$ cat src/rtl/tdm_demux.sv
// tdm_demux: four-slot serial TDM demultiplexer with frame sync tracking.
// Define TDM_DEMUX_PARITY_EN to append an even-parity bit to every slot.
module tdm_demux #(
    parameter int SLOT_W = 8
) (
    input  logic              clk,
    input  logic              rst_n,
    input  logic              din,
    input  logic              bit_en,
    input  logic              fsync,
    output logic [SLOT_W-1:0] ch0,
    output logic [SLOT_W-1:0] ch1,
    output logic [SLOT_W-1:0] ch2,
    output logic [SLOT_W-1:0] ch3,
    output logic              frame_valid,
    output logic              sync_err,
    output logic              parity_err
);

`ifdef TDM_DEMUX_PARITY_EN
    localparam int SLOT_BITS = SLOT_W + 1;
`else
    localparam int SLOT_BITS = SLOT_W;
`endif
    localparam int CW = $clog2(SLOT_BITS + 1);

    typedef enum logic [1:0] {
        HUNT,
        RECV,
        WAIT_SYNC
    } state_t;

    state_t            state_q, state_d;
    logic [1:0]        slot_q, slot_d;
    logic [CW-1:0]     bit_q, bit_d;
    logic [SLOT_W-1:0] sh_q [4];
    logic [SLOT_W-1:0] sh_d [4];
    logic [SLOT_W-1:0] ch_q [4];
    logic [SLOT_W-1:0] ch_d [4];
    logic              fv_q, fv_d;
    logic              se_q, se_d;

    logic              take;
    logic              last;
    logic [1:0]        cur_slot;
    logic [CW-1:0]     cur_bit;

`ifdef TDM_DEMUX_PARITY_EN
    logic              acc_q, acc_d;
    logic              ferr_q, ferr_d;
    logic              pe_q, pe_d;
    logic              bad;
`endif

    always_comb begin
        state_d  = state_q;
        slot_d   = slot_q;
        bit_d    = bit_q;
        sh_d     = sh_q;
        ch_d     = ch_q;
        fv_d     = 1'b0;
        se_d     = 1'b0;
        take     = 1'b0;
        last     = 1'b0;
        cur_slot = slot_q;
        cur_bit  = bit_q;
`ifdef TDM_DEMUX_PARITY_EN
        acc_d    = acc_q;
        ferr_d   = ferr_q;
        pe_d     = 1'b0;
        bad      = ferr_q;
`endif
        if (bit_en) begin
            case (state_q)
                HUNT: begin
                    take = fsync;
                end
                RECV: begin
                    take = 1'b1;
                    se_d = fsync;
                end
                WAIT_SYNC: begin
                    take = fsync;
                    if (!fsync) begin
                        se_d    = 1'b1;
                        state_d = HUNT;
                    end
                end
                default: state_d = HUNT;
            endcase
            // Any accepted fsync bit is slot 0 MSB; a partial frame is dropped.
            if (take && fsync) begin
                cur_slot = 2'd0;
                cur_bit  = '0;
`ifdef TDM_DEMUX_PARITY_EN
                bad      = 1'b0;
`endif
            end
        end

        if (take) begin
`ifdef TDM_DEMUX_PARITY_EN
            if (cur_bit == CW'(SLOT_W)) begin
                bad = bad | (acc_q ^ din);
            end else begin
                sh_d[cur_slot] = {sh_q[cur_slot][SLOT_W-2:0], din};
                acc_d = ((cur_bit == '0) ? 1'b0 : acc_q) ^ din;
            end
`else
            sh_d[cur_slot] = {sh_q[cur_slot][SLOT_W-2:0], din};
`endif
            last = (cur_slot == 2'd3) && (cur_bit == CW'(SLOT_BITS - 1));
            if (last) begin
                state_d = WAIT_SYNC;
                slot_d  = 2'd0;
                bit_d   = '0;
`ifdef TDM_DEMUX_PARITY_EN
                ferr_d  = 1'b0;
                if (bad) begin
                    pe_d = 1'b1;
                end else begin
                    ch_d = sh_d;
                    fv_d = 1'b1;
                end
`else
                ch_d    = sh_d;
                fv_d    = 1'b1;
`endif
            end else begin
                state_d = RECV;
`ifdef TDM_DEMUX_PARITY_EN
                ferr_d  = bad;
`endif
                if (cur_bit == CW'(SLOT_BITS - 1)) begin
                    bit_d  = '0;
                    slot_d = cur_slot + 2'd1;
                end else begin
                    bit_d  = cur_bit + CW'(1);
                    slot_d = cur_slot;
                end
            end
        end
    end

    always_ff @(posedge clk or negedge rst_n) begin
        if (!rst_n) begin
            state_q <= HUNT;
            slot_q  <= 2'd0;
            bit_q   <= '0;
            sh_q    <= '{default: '0};
            ch_q    <= '{default: '0};
            fv_q    <= 1'b0;
            se_q    <= 1'b0;
        end else begin
            state_q <= state_d;
            slot_q  <= slot_d;
            bit_q   <= bit_d;
            sh_q    <= sh_d;
            ch_q    <= ch_d;
            fv_q    <= fv_d;
            se_q    <= se_d;
        end
    end

`ifdef TDM_DEMUX_PARITY_EN
    always_ff @(posedge clk or negedge rst_n) begin
        if (!rst_n) begin
            acc_q  <= 1'b0;
            ferr_q <= 1'b0;
            pe_q   <= 1'b0;
        end else begin
            acc_q  <= acc_d;
            ferr_q <= ferr_d;
            pe_q   <= pe_d;
        end
    end

    assign parity_err = pe_q;
`else
    assign parity_err = 1'b0;
`endif

    assign ch0         = ch_q[0];
    assign ch1         = ch_q[1];
    assign ch2         = ch_q[2];
    assign ch3         = ch_q[3];
    assign frame_valid = fv_q;
    assign sync_err    = se_q;

endmodule
$ cat config.mk
export PLATFORM = sky130hd
export DESIGN_NAME = tdm_demux
export DESIGN_NICKNAME = d
export VERILOG_FILES = /design/src/rtl/tdm_demux.sv
export SDC_FILE = /design/constraint.sdc
export NUM_CORES = 1
export LEC_CHECK = 0
export CAP_MARGIN = 20
export CORE_UTILIZATION = 59
export DETAILED_ROUTE_END_ITERATION = 7
export HOLD_SLACK_MARGIN = 0.02
export PLACE_DENSITY = 0.86
export SLEW_MARGIN = 20
export SYNTH_ARGS = -nofsm -noshare
export SYNTH_HDL_FRONTEND = slang
export SYNTH_SLANG_ARGS = --single-unit
$ cat constraint.sdc
create_clock -name clk -period 8 [get_ports clk]
set_clock_uncertainty 0.2 [all_clocks]
set_input_delay 1.6 -clock clk [delete_from_list [all_inputs] [get_ports clk]]
set_output_delay 1.6 -clock clk [all_outputs]
set_load 0.01 [all_outputs]
==> metrics.md, run 1 <==
| Metric | Value |
|---|---|
| Routability cong. | `0.7965` |
| Mapped Nets | `242` |
| CTS buffer count | `9` |
| Synth unique cells | `36` |
| Crit path time final | `5.260 ns` |
| DRC | `0` |
| Max-cap violations | `0` |
| CTS tree | `done` |
| DR top layer | `met4` |
| Slew margin rel. | `40.47%` |
| Pwr Density | `231.9 nW/um^2` |
| Fin nets | `283` |
| Synthesis Warnings | `0` |
| Commonest non-fill, non-tap cell in the layout | `dfrtp_1` |
| Tot GR Track Use | `20.94%` |
| Synthesized area | `3238 sq um` |
| Hold Startpoint | `ch3[3]` |
| Post-Syn Instances | `236` |
| Hold EP | `ch3[3]` |
| Final wirelength | `5.514 mm` |
| Placement row count | `26` |
| Layout cell share with drive strength beyond 1 | `29.43%` |
| Final instance area | `3839 sq um` |
| Hold WC Path Type | `reg2reg` |
| WL/cell | `15.66 um` |
| Slowest CP cell | `and2_1` |
| Setup TNS | `0 ns` |
| Post-CTS Resized | `0` |
| Worst Path Buf+Inv | `2` |
| Achievable clock frequency | `190.1 MHz` |
| CP peak stage delay | `0.75 ns` |
| Reg clk slew, reported paths | `0.08 ns` |
| Worst IR drop on VDD | `0.0001785 V` |
| Worst Path Required | `8.02 ns` |
| Final Max Tran Viols | `0` |
| Register area share after synthesis | `56.41%` |
| 1st-iter DRT viols | `99` |
| Number of fill cells | `354` |
| Commonest non-fill, non-tap cells in the layout | `73 x dfrtp_1, 47 x mux2_2, 37 x clkdlybuf4s50_1` |
| Fin crit share | `65.74%` |
| Met3 routed WL | `186 um` |
| Root buf cell | `clkbuf_8` |
| Reg2reg path depth | `9` |
| Post-DP HPWL | `3.637 mm` |
| Met1 wire length | `2.602 mm` |
| Grt ovf | `0` |
| Post-CTS Setup Bufs | `0` |
| Slew @ Worst Pin | `0.8929 ns` |
| Die H | `76.09 um` |
| Status | `finished clean` |
| Avg Cell Area, Syn | `13.72 sq um` |
| Worst EP arrival | `5.28 ns` |
| First-pass GRT wire length | `9.542 mm` |
| Setup crit start | `fsync` |
| Area of the core | `5205 sq um` |
| Setup Viol. Count Final | `0` |
| Final hold vios | `0` |
| Largest net degree at the start of global routing | `74` |
| LEAKAGE | `1.741 nW` |
| Vias/cell | `5.582` |
| Vias in the first global route | `2022` |
| DIE AREA | `5789 sq um` |
| Unrepaired setup endpoints after global routing | `false` |
| H-tree depth | `3` |
| CP max FO | `18` |
| WHS Path Cells | `1` |
| Placed cell areas | `3642 sq um` |
| R2r endpoint | `ch0[1]` |
| Register-to-register setup slack | `4.15 ns` |
| CP Cell Sequence | `clkdlybuf4s50_1 -> nand2_1 -> and2_1 -> ha_1 -> nand4b_2 -> a211oi_4 -> and2_1 -> buf_4 -> mux2_2` |
| Most frequent CP cell | `and2_1` |
| Clock sink count | `73` |
| Reg-to-Reg Start | `state_q[1]` |
| Startpoint Class | `primary input` |
| Crit path max-delay family | `simple AND/OR/NAND/NOR gates` |
| Hold buffers post-CTS | `0` |
| DIE WIDTH | `76.09 um` |
| Starting Density | `62.21%` |
| Crit path capture type | `flop` |
| Final ANT Viol Nets | `0` |
| Post-synth top flop | `dfrtp_1` |
| Met2 WL post-DR | `2.683 mm` |
| Synth async-reset ratio | `100.0%` |
| Area growth syn-to-layout | `18.55%` |
| Clk_lat worst skew | `0.34 ns` |
| Diodes inserted | `0` |
| Yosys reg bits | `73` |
| Router iterations before antenna repair | `4` |
| Port buffer count | `38` |
| Initial antenna violation count | `0` |
| Vias | `1965` |
| EDFF count, synth | `0` |
| Clk buf depth | `2` |
| Crit Path Category | `in2reg` |
| Io pins | `40` |
[synthesized netlist by cell type (all sizes together), types with 2 or more instances]
| cell | instances | area, sq um |
|---|---|---|
| a211oi | 2 | 27.53 |
| a21boi | 2 | 26.28 |
| a21oi | 33 | 214.0 |
| and2 | 3 | 18.77 |
| buf | 10 | 77.57 |
| dfrtp | 73 | 1827 |
| inv | 3 | 11.26 |
| mux2 | 60 | 679.4 |
| mux2i | 14 | 140.1 |
| nand2 | 9 | 36.29 |
| nand2b | 2 | 12.51 |
| nand3 | 3 | 15.01 |
| nand4b | 2 | 23.77 |
| nor2 | 2 | 7.510 |
| o21ai | 6 | 30.03 |
| o22ai | 2 | 12.51 |
[worst register-to-register path: cells and delay by family (launching register included)]
| family | cells | cell delay, ns |
|---|---|---|
| mux | 1 | 0.38 |
| fa+ha+maj | 1 | 0.22 |
| buf+inv | 1 | 0.40 |
| flops | 1 | 0.47 |
| simple gates | 4 | 1.27 |
| compound gates | 2 | 0.81 |
[kinds of logic (layout without fill, tap and decap cells)]
logic type      count (synthesis)  after routing  synth area share [%]
buf+inv                        14             60                 2.859
simple gates                   25             25                 4.560
fa+ha+maj                       1              1                0.3863
other cells                     1              1                0.1158
flops                          73             73                 56.41
compound gates                 47             47                 10.09
mux                            74             74                 25.31
xor+xnor                        1              1                0.2705
[how the worst max path moves through the flow]
stage	endpoint	cells after the start	slack, ns
2_1_floorplan	ch0[3]	10	4.19
3_3_place_gp	ch0[1]	9	2.56
3_5_place_dp	ch0[2]	9	2.39
4_1_cts	ch0[2]	9	2.74
5_1_grt	ch0[2]	9	2.48
6_report	ch0[1]	9	2.74
[stage by stage]
stage,util [%],setup WS [ns],power (mW),hold WS [ns],cells
floorplan,-,4.192,0.5740,0.2542,236
global placement,69.98,2.559,0.6067,0.2720,336
detailed placement,69.98,2.391,0.6157,0.2792,336
CTS,73.75,2.740,0.8985,0.2971,352
global route,73.75,2.477,0.9366,0.3116,352
finish,73.75,2.740,0.8903,0.2880,352
[power by group]
part / switching [mW] / internal (mW)
combinational: 0.0642 / 0.0778
clock: 0.131 / 0.152
sequential: 0.0466 / 0.419
[state kept, by name, indices dropped and copies added (netlist names)]
signal       flops
ch3              8
frame_valid      1
ch0              8
state_q          2
ch1              8
bit_q            4
sync_err         1
slot_q           2
ch2              8
sh_q            31
[layer usage]
| metal | global-route usage (%) | vias to the layer above |
|---|---|---|
| met5 | 0 | - |
| met4 | 6.154 | 0 |
| met3 | 5.389 | 5 |
| met2 | 33.82 | 35 |
| met1 | 28.15 | 991 |
| li1 | - | 934 |
[layout make-up]
| type | count | area [sq um] | area share [%] |
|---|---|---|---|
| Tap cell | 70 | 87.58 | 2.282 |
| Timing Repair Buffer | 41 | 397.9 | 10.37 |
| Clock inverter | 5 | 55.05 | 1.434 |
| Inverter | 3 | 11.26 | 0.2934 |
| Sequential cell | 73 | 1827 | 47.59 |
| Multi-Input combinational cell | 149 | 1319 | 34.35 |
| Clock buffer | 11 | 141.4 | 3.683 |
Note: power is estimated with default switching activity, not from simulation.
==> run 2, diff against run 1 <==
--- a/config.mk
+++ b/config.mk
@@ -6,10 +6,10 @@
 export NUM_CORES = 1
 export LEC_CHECK = 0
 export CAP_MARGIN = 20
-export CORE_UTILIZATION = 59
+export CORE_UTILIZATION = 55
 export DETAILED_ROUTE_END_ITERATION = 7
 export HOLD_SLACK_MARGIN = 0.02
-export PLACE_DENSITY = 0.86
+export PLACE_DENSITY = 0.81
 export SLEW_MARGIN = 20
 export SYNTH_ARGS = -nofsm -noshare
 export SYNTH_HDL_FRONTEND = slang
==> constraint.sdc (replaced) <==
create_clock -name clk -period 5.22 [get_ports clk]
set_clock_uncertainty 0.2 [all_clocks]
set_input_delay 1.044 -clock clk [delete_from_list [all_inputs] [get_ports clk]]
set_output_delay 1.044 -clock clk [all_outputs]
set_load 0.01 [all_outputs]
==> run 2 against run 1 <==
  * Flip-flop and latch count unchanged
  * Global-route usage down 1.1 points
  * Worst hold slack better by 0.0023 ns
  * Combinational power up 54%
  * Sequential share of layout area up 0.20 points
  * First-iteration DRC count up 15%
  * Critical path depth up 1
  * Setup slack worse by 1.5 ns
  * Die area up 7.1%
  * Clock-buffer cell count up 1
  * Total power up 45%
  * Non-clock buffer count up 2
  * Largest cell class unchanged
  * Largest power group unchanged
  * Highest routed layer unchanged
==> metrics.md, run 2 (synthesis results as in run 1) <==
| Metric | Value |
|---|---|
| CP max FO | `27` |
| Max-cap violations | `0` |
| WL/cell | `15.71 um` |
| Reg clk slew, reported paths | `0.07 ns` |
| Grt ovf | `0` |
| DRC | `0` |
| Die H | `78.73 um` |
| Post-CTS Setup Bufs | `0` |
| Initial antenna violation count | `0` |
| Layout cell share with drive strength beyond 1 | `28.83%` |
| DIE WIDTH | `78.73 um` |
| Vias | `1962` |
| Area growth syn-to-layout | `18.04%` |
| Clk buf depth | `2` |
| CTS buffer count | `9` |
| Root buf cell | `clkbuf_8` |
| H-tree depth | `3` |
| Crit Path Category | `in2reg` |
| Slew margin rel. | `52.00%` |
| Switching Share | `27.45%` |
| Register-to-register setup slack | `2.05 ns` |
| Vias in the first global route | `2004` |
| Fin crit share | `77.12%` |
| Net Sw Power | `0.3554 mW` |
| 1st-iter DRT viols | `114` |
| Crit path capture type | `flop` |
| Tot GR Track Use | `19.85%` |
| Most frequent CP cell | `and2_1` |
| Crit path time final | `4.026 ns` |
| Register area | `1827 sq um` |
| Setup TNS | `0 ns` |
| Final ANT Viol Nets | `0` |
| Startpoint Class | `primary input` |
| Clock share of power | `27.8%` |
| Clk_lat worst skew | `0.32 ns` |
| Area of the core | `5574 sq um` |
| First-pass GRT wire length | `9.321 mm` |
| Hold buffers post-CTS | `0` |
| CP peak stage delay | `0.65 ns` |
| Post-DP HPWL | `3.677 mm` |
| CP Cell Sequence | `clkdlybuf4s50_1 -> nand2_1 -> and2_1 -> ha_1 -> nand4b_2 -> a211oi_4 -> buf_4 -> and2_1 -> buf_12 -> mux2_2` |
| Diodes inserted | `0` |
| Commonest non-fill, non-tap cell in the layout | `dfrtp_1` |
| Top reg by flops | `sh_q` |
| GR Util met3 | `3.448%` |
| Commonest non-fill, non-tap cells in the layout | `73 x dfrtp_1, 47 x mux2_2, 37 x clkdlybuf4s50_1` |
| DIE AREA | `6198 sq um` |
| Final wirelength | `5.545 mm` |
| Multi-input logic area | `1319 sq um` |
| Placed cell areas | `3672 sq um` |
| Final hold vios | `0` |
| Number of fill cells | `424` |
| Unrepaired setup endpoints after global routing | `false` |
| Largest net degree at the start of global routing | `60` |
| Slowest CP cell | `clkdlybuf4s50_1` |
| Port buffer count | `38` |
| Worst Path Required | `5.23 ns` |
| Hold WC Path Type | `reg2reg` |
| LEAKAGE | `1.737 nW` |
| Worst EP arrival | `4.04 ns` |
| Final Max Tran Viols | `0` |
| Setup Viol. Count Final | `0` |
| Met1 usage | `26.82%` |
| Achievable clock frequency | `248.4 MHz` |
| Clock sink count | `73` |
| Crit path max-delay family | `buffers and inverters` |
| Flop pwr share | `55.3%` |
| Fin nets | `285` |
| Routability cong. | `0.8193` |
| Worst IR drop on VDD | `0.0002729 V` |
| Max FFs per register | `31` |
| Vias/cell | `5.558` |
| Pwr Density | `338.7 nW/um^2` |
| Worst Path Buf+Inv | `3` |
| Combinational Power Share | `17.0%` |
| Router iterations before antenna repair | `4` |
| CTS tree | `done` |
| Slew @ Worst Pin | `0.7200 ns` |
| Final instance area | `3822 sq um` |
| Grt peak-use layer | `met2` |
| Starting Density | `58.09%` |
| Post-CTS Resized | `0` |
| Status | `finished clean` |
| Placement row count | `27` |
| Io pins | `40` |
| Met2 GRT Util | `30.61%` |
| Int Power | `0.9392 mW` |
-- run 2: through the flow --
step	total power, mW	utilization [%]	hold WS (ns)	setup WS, ns	std cells
floorplan	0.8798	-	0.2542	1.968	236
global placement	0.9329	65.88	0.2714	0.9702	340
detailed placement	0.9459	65.88	0.2783	0.8770	340
CTS	1.306	68.57	0.2953	1.213	353
global route	1.360	68.57	0.3077	0.9938	353
finish	1.295	68.57	0.2903	1.194	353
-- run 2: layout make-up --
| class | count | area share [%] |
|---|---|---|
| multi-input combinational | 149 | 34.50 |
| inverter | 3 | 0.2946 |
| timing repair buffer | 43 | 11.13 |
| tap | 72 | 2.357 |
| clock inverter | 1 | 0.1309 |
| sequential | 73 | 47.79 |
| clock buffer | 12 | 3.797 |
-- run 2: worst register-to-register path, cell delays in order (launching register included) --
cell and delay, ns:
dfrtp_1 0.46, a21boi_4 0.15, nand2_1 0.20, and2_1 0.16
ha_1 0.22, nand4b_2 0.16, a211oi_4 0.23, buf_4 0.24
and2_1 0.42, buf_12 0.25, mux2_2 0.37
-- run 2: worst paths after layout --
path | from | endpoint | cells after the start
setup reg to reg | state_q[1] | ch2[6] | 10
min in group asynchronous | rst_n | bit_q[2] | 1
setup / recovery | fsync | ch2[6] | 10
hold reg to reg | ch3[4] | ch3[4] | 1
max in group asynchronous | rst_n | sh_q[24] | 2
hold / removal | ch3[4] | ch3[4] | 1
-- run 2: metal layers --
| metal | share of wire, % | vias to the layer above | wire length, um |
|---|---|---|---|
| met5 | 0 | - | 0 |
| li1 | - | 935 | - |
| met1 | 47 | 983 | 2580 |
| met3 | 2.8 | 9 | 153 |
| met4 | 1.9 | 0 | 104 |
| met2 | 49 | 35 | 2706 |
-- run 2: power by group through the flow --
stage          clock network, mW  registers (mW)  logic (mW)
2_1_floorplan                  0           0.703       0.177
3_5_place_dp                   0           0.724       0.222
6_report                   0.360           0.716       0.219
4_1_cts                    0.368           0.715       0.223
5_1_grt                    0.390           0.729       0.242
3_3_place_gp                   0           0.720       0.213
